$ cat config.mk
export PLATFORM = sky130hd
export DESIGN_NAME = prbs_qpsk_tx_source
export DESIGN_NICKNAME = d
export VERILOG_FILES = /design/src/rtl/prbs_qpsk_tx_source.sv
export SDC_FILE = /design/constraint.sdc
export NUM_CORES = 1
export LEC_CHECK = 0
export CAP_MARGIN = 10
export CORE_MARGIN = 2
export CORE_UTILIZATION = 56
export CTS_BUF_LIST = sky130_fd_sc_hd__clkbuf_8
export DETAILED_ROUTE_END_ITERATION = 7
export PLACE_DENSITY = 0.81
export SYNTH_ARGS = -nofsm -noshare
export SYNTH_HDL_FRONTEND = slang
export SYNTH_SLANG_ARGS = --single-unit
$ cat constraint.sdc
create_clock -name clk -period 6.75 [get_ports clk]
set_input_delay 0.675 -clock clk [delete_from_list [all_inputs] [get_ports clk]]
set_output_delay 0.675 -clock clk [all_outputs]
set_load 0.05 [all_outputs]
$ cat src/rtl/prbs_qpsk_tx_source.sv
`default_nettype none
// +----------------------------------------------------------------------+
// | prbs_qpsk_tx_source : PRBS9 bit source, BPSK mapping, zero-stuffed    |
// |                       upsampling and periodic bit-error injection     |
// | Rev 1.0                                                               |
// +----------------------------------------------------------------------+
module prbs_qpsk_tx_source #(
  parameter logic [8:0] PRBS_SEED = 9'h1AA,
  parameter int         OVERSAMP  = 4,
  parameter int         NBT_SYM   = 8,
  parameter int         NBF_SYM   = 7,
  parameter int         NBT_INJ   = 16
) (
  input  logic                      clk,
  input  logic                      i_reset,
  input  logic                      i_enable,
  input  logic                      i_inj_en,
  input  logic [NBT_INJ-1:0]        i_inj_period,
  output logic                      o_valid,
  output logic                      o_bit,
  output logic signed [NBT_SYM-1:0] o_sym,
  output logic                      o_sync,
  output logic [31:0]               o_inj_cnt
);

  // An all-zero LFSR state would lock up, so it is replaced by all-ones.
  localparam logic [8:0]                C_SEED    = (PRBS_SEED == 9'h000) ? 9'h1FF : PRBS_SEED;
  localparam int                        C_PH_W    = $clog2(OVERSAMP);
  localparam logic [C_PH_W-1:0]         C_PH_LAST = C_PH_W'(OVERSAMP - 1);
  localparam logic signed [NBT_SYM-1:0] C_POS     = NBT_SYM'((2 ** NBF_SYM) - 1);
  localparam logic signed [NBT_SYM-1:0] C_NEG     = -C_POS;

  logic [8:0]         r_state;
  logic [C_PH_W-1:0]  r_phase;
  logic [NBT_INJ-1:0] r_inj_sym_cnt;

  logic w_sym_evt;
  logic w_bit;
  logic w_inj_active;
  logic w_inj;

  assign w_sym_evt    = i_enable && (r_phase == '0);
  assign w_bit        = r_state[8];
  assign w_inj_active = i_inj_en && (i_inj_period != '0);
  // >= rather than == so that shrinking the period mid-run fires on the next symbol.
  assign w_inj        = w_inj_active && (r_inj_sym_cnt >= (i_inj_period - NBT_INJ'(1)));

  always_ff @(posedge clk or negedge i_reset) begin
    if (!i_reset) begin
      r_state       <= C_SEED;
      r_phase       <= '0;
      r_inj_sym_cnt <= '0;
      o_valid       <= 1'b0;
      o_bit         <= 1'b0;
      o_sym         <= '0;
      o_sync        <= 1'b0;
      o_inj_cnt     <= '0;
    end else begin
      o_valid <= 1'b0;
      o_sync  <= 1'b0;
      o_sym   <= '0;

      if (i_enable) begin
        r_phase <= (r_phase == C_PH_LAST) ? '0 : r_phase + C_PH_W'(1);
      end

      if (w_sym_evt) begin
        r_state <= {r_state[7:0], r_state[8] ^ r_state[4]};
        o_valid <= 1'b1;
        o_bit   <= w_bit;
        o_sync  <= (r_state == C_SEED);
        o_sym   <= (w_bit ^ w_inj) ? C_NEG : C_POS;

        if (w_inj) begin
          r_inj_sym_cnt <= '0;
          if (o_inj_cnt != '1) begin
            o_inj_cnt <= o_inj_cnt + 32'd1;
          end
        end else if (w_inj_active) begin
          r_inj_sym_cnt <= r_inj_sym_cnt + NBT_INJ'(1);
        end else begin
          r_inj_sym_cnt <= '0;
        end
      end
    end
  end

endmodule
`default_nettype wire

==> results.toml <==
[status]
status = "finished clean"

[cells_and_area]
antenna_cells = 0
final_common_cell = "clkdlybuf4s50_1"
final_core_util_pct = 71.89
area_delta_synth_final_pct = 22.43
instances_no_fill = 535
mostFrequentLayoutCells = "clkdlybuf4s50_1 (61), nand2_1 (60), dfrtp_1 (59)"
nFillCells = 484
fin_nets = 494
drive_gt1_share_pct = 6.769

[timing]
rsz0062_at_grt = "false"
totalNegativeSetupSlack_ns = 0
fmax_ghz = 0.2157
slew_violations = 0
worst-slew-pin-transition_ns = 0.9928
setup_viol = 0
min_period_ns = 4.635
slew_headroom_pct = 33.20
skew_ns = 0.006546
finalHoldViolCount = 0
min_period_over_period_pct = 68.67

[floorplan]
design.die.area_um2 = 7406
die-width_um = 86.06
rows = 29
top_level_ports = 63
initial_core_util_pct = 58.72
die_y_um = 86.06
core_area_um2 = 6422

[clock_network]
clkLatencyLatePin_ns = 0.34
clock_path_buffers = 2
ctsResizeCount = 0
cts_tree = "yes"
clk_pin_slew_ns = 0.07
htree_num_levels = 3
cts_buffers = 9
holdBufCountCts = 0
root_buffer = "clkbuf_8"
cts_setup_buffers = 0
cts_sinks = 64

[detailed_routing]
wirelength_um = 8466
avgViaCountPerCell = 6.022
drt_drc_violations_left = 0
via_count = 3222
wire_per_inst_um = 15.82
antenna_left = 0
drtPass1Iterations = 4
drt_iter0_markers = 176

[synth]
yosysWarningCount = 0
synth_largest_area_cell = "dfrtp_1"
synth.top_cell.area_share_pct = 39.15
mappedNetlistNets = 438
syn_avg_cell_area_um2 = 9.499
ys_seq_elements = 64
syn_inst = 397
yosysSeqAreaShare_pct = 42.63
synth_cell_type_count = 42
synth_area_leaders = "dfrtp_1 (39%), ha_1 (7.0%), nand2_1 (6.0%)"
syn_area_um2 = 3771

[place]
place.gp.congestion = 0.8164
dpl.cell_count = 519
hpwlAfterDp_um = 5971
numPortBuffers = 62

[setup_path]
required_ns = 7.01
crit_path_end_kind = "flip-flop"
worstPathArrival_ns = 4.90
worstSetupPathType = "input port to flip-flop"
cp-start-kind = "input port"
crit_fanout = 26

[power_and_ir_drop]
peakVddDrop_mv = 0.2068
cellPowerDensity_nw_per_um2 = 211.8
leakage_nw = 2.045

[grt]
grt_first_pass_wirelength_um = 14230
grt.total_usage_pct = 24.13
antenna_found_initial = 0
grt_remaining_overflow = 0
grt_max_degree = 65
grt_pass1_vias = 3110

[run]
drv.max_cap_violation_count = 0

[hold_path]
worstHoldPathType = "flip-flop to flip-flop"
-- power breakdown --
| group | leakage, nW | switching (mW) | internal, mW |
|---|---|---|---|
| sequential | 0.869 | 0.0183 | 0.400 |
| clock | 0.120 | 0.139 | 0.213 |
| combinational | 1.06 | 0.138 | 0.0696 |
-- through the flow --
stage / power [mW] / hold WS (ns) / setup WS, ns / cell area [um^2]
after global placement: 0.6225 / 0.4489 / 1.947 / 4403
final: 0.9778 / 0.4687 / 2.115 / 4617
after global routing: 1.020 / 0.4826 / 1.874 / 4617
after CTS: 0.9850 / 0.4698 / 2.119 / 4617
after floorplan: 0.5723 / 0.3794 / 2.980 / 3771
after detailed placement: 0.6318 / 0.4575 / 1.809 / 4403
-- cells by family (layout without fill, tap and decap cells) --
family | Yosys count | in the layout | share of synthesized area (%)
buffers and inverters | 28 | 89 | 3.815
xor gates and xnor gates | 47 | 47 | 10.92
muxes | 3 | 3 | 0.8295
AOI/OAI and AO/OA | 44 | 44 | 7.664
adders and majority gates | 21 | 21 | 6.967
and+or+nand+nor | 190 | 190 | 27.17
DFF | 64 | 64 | 42.63
-- worst max-delay path, cell delays in order --
cell             delay, ns
clkdlybuf4s50_1       0.50
or4_4                 0.58
or3_1                 0.43
nor4_1                0.25
xnor2_1               0.17
ha_1                  0.27
a21oi_1               0.17
o221ai_1              0.18
a311oi_4              0.85
buf_4                 0.40
nand3b_1              0.20
mux2i_1               0.21
-- synth_stat cells (all sizes together) --
| library cell | n |
|---|---|
| and2 | 5 |
| ha | 21 |
| xnor2 | 22 |
| a311oi | 1 |
| nand4 | 11 |
| nand2b | 4 |
| inv | 8 |
| a21oi | 6 |
| dfrtp | 59 |
| or4b | 1 |
| nand4b | 2 |
| or4 | 9 |
| nor4b | 2 |
| o21a | 1 |
| nor4 | 13 |
| a2111oi | 1 |
| or4bb | 2 |
| or3 | 7 |
| mux2i | 2 |
| nor3 | 20 |
| dfstp | 5 |
| a31oi | 18 |
| a31o | 3 |
| nor2 | 15 |
| nand3b | 10 |
| o21ai | 9 |
| a22o | 4 |
| nand3 | 17 |
| xor2 | 25 |
| nand2 | 60 |
| and3 | 12 |
| buf | 15 |
| mux2 | 1 |
| o221ai | 1 |
| clkbuf | 5 |
-- final timing paths --
path,startpoint,endpoint,slack (ns),cells after the start
worst max register to register,r_phase[0],o_inj_cnt[10],3.25,8
min in group asynchronous,i_reset,o_inj_cnt[14],0.50,2
max in group asynchronous,i_reset,o_sym[6],5.72,2
worst min-delay path,r_state[1],r_state[1],0.47,2
worst max-delay path,i_inj_period[5],o_sym[7],2.11,12
worst min register to register,r_state[1],r_state[1],0.47,2
-- layer usage --
layer / up-vias / track usage (%) / share of wire [%]
met4: 0 / 8.514 / 2.2
li1: 1545 / - / -
met5: - / 0 / 0
met1: 1568 / 28.78 / 41
met3: 24 / 5.871 / 4.4
met2: 85 / 42.28 / 52
-- final cells by class --
type,instances,area [um^2],area share (%)
sequential,64,1608,34.82
tap,77,96.34,2.087
multi-input combinational,305,2031,43.98
inverter,8,30.03,0.6504
timing repair buffer,65,638.1,13.82
clock inverter,6,76.32,1.653
clock buffer,10,137.6,2.981
-- state kept, by name, indices dropped and copies added, names as in the netlist --
name,flops
r_phase,2
o_bit,1
o_sync,1
r_state,9
o_inj_cnt,32
r_inj_sym_cnt,16
o_sym,3
Power figures use the tool's default switching activity.
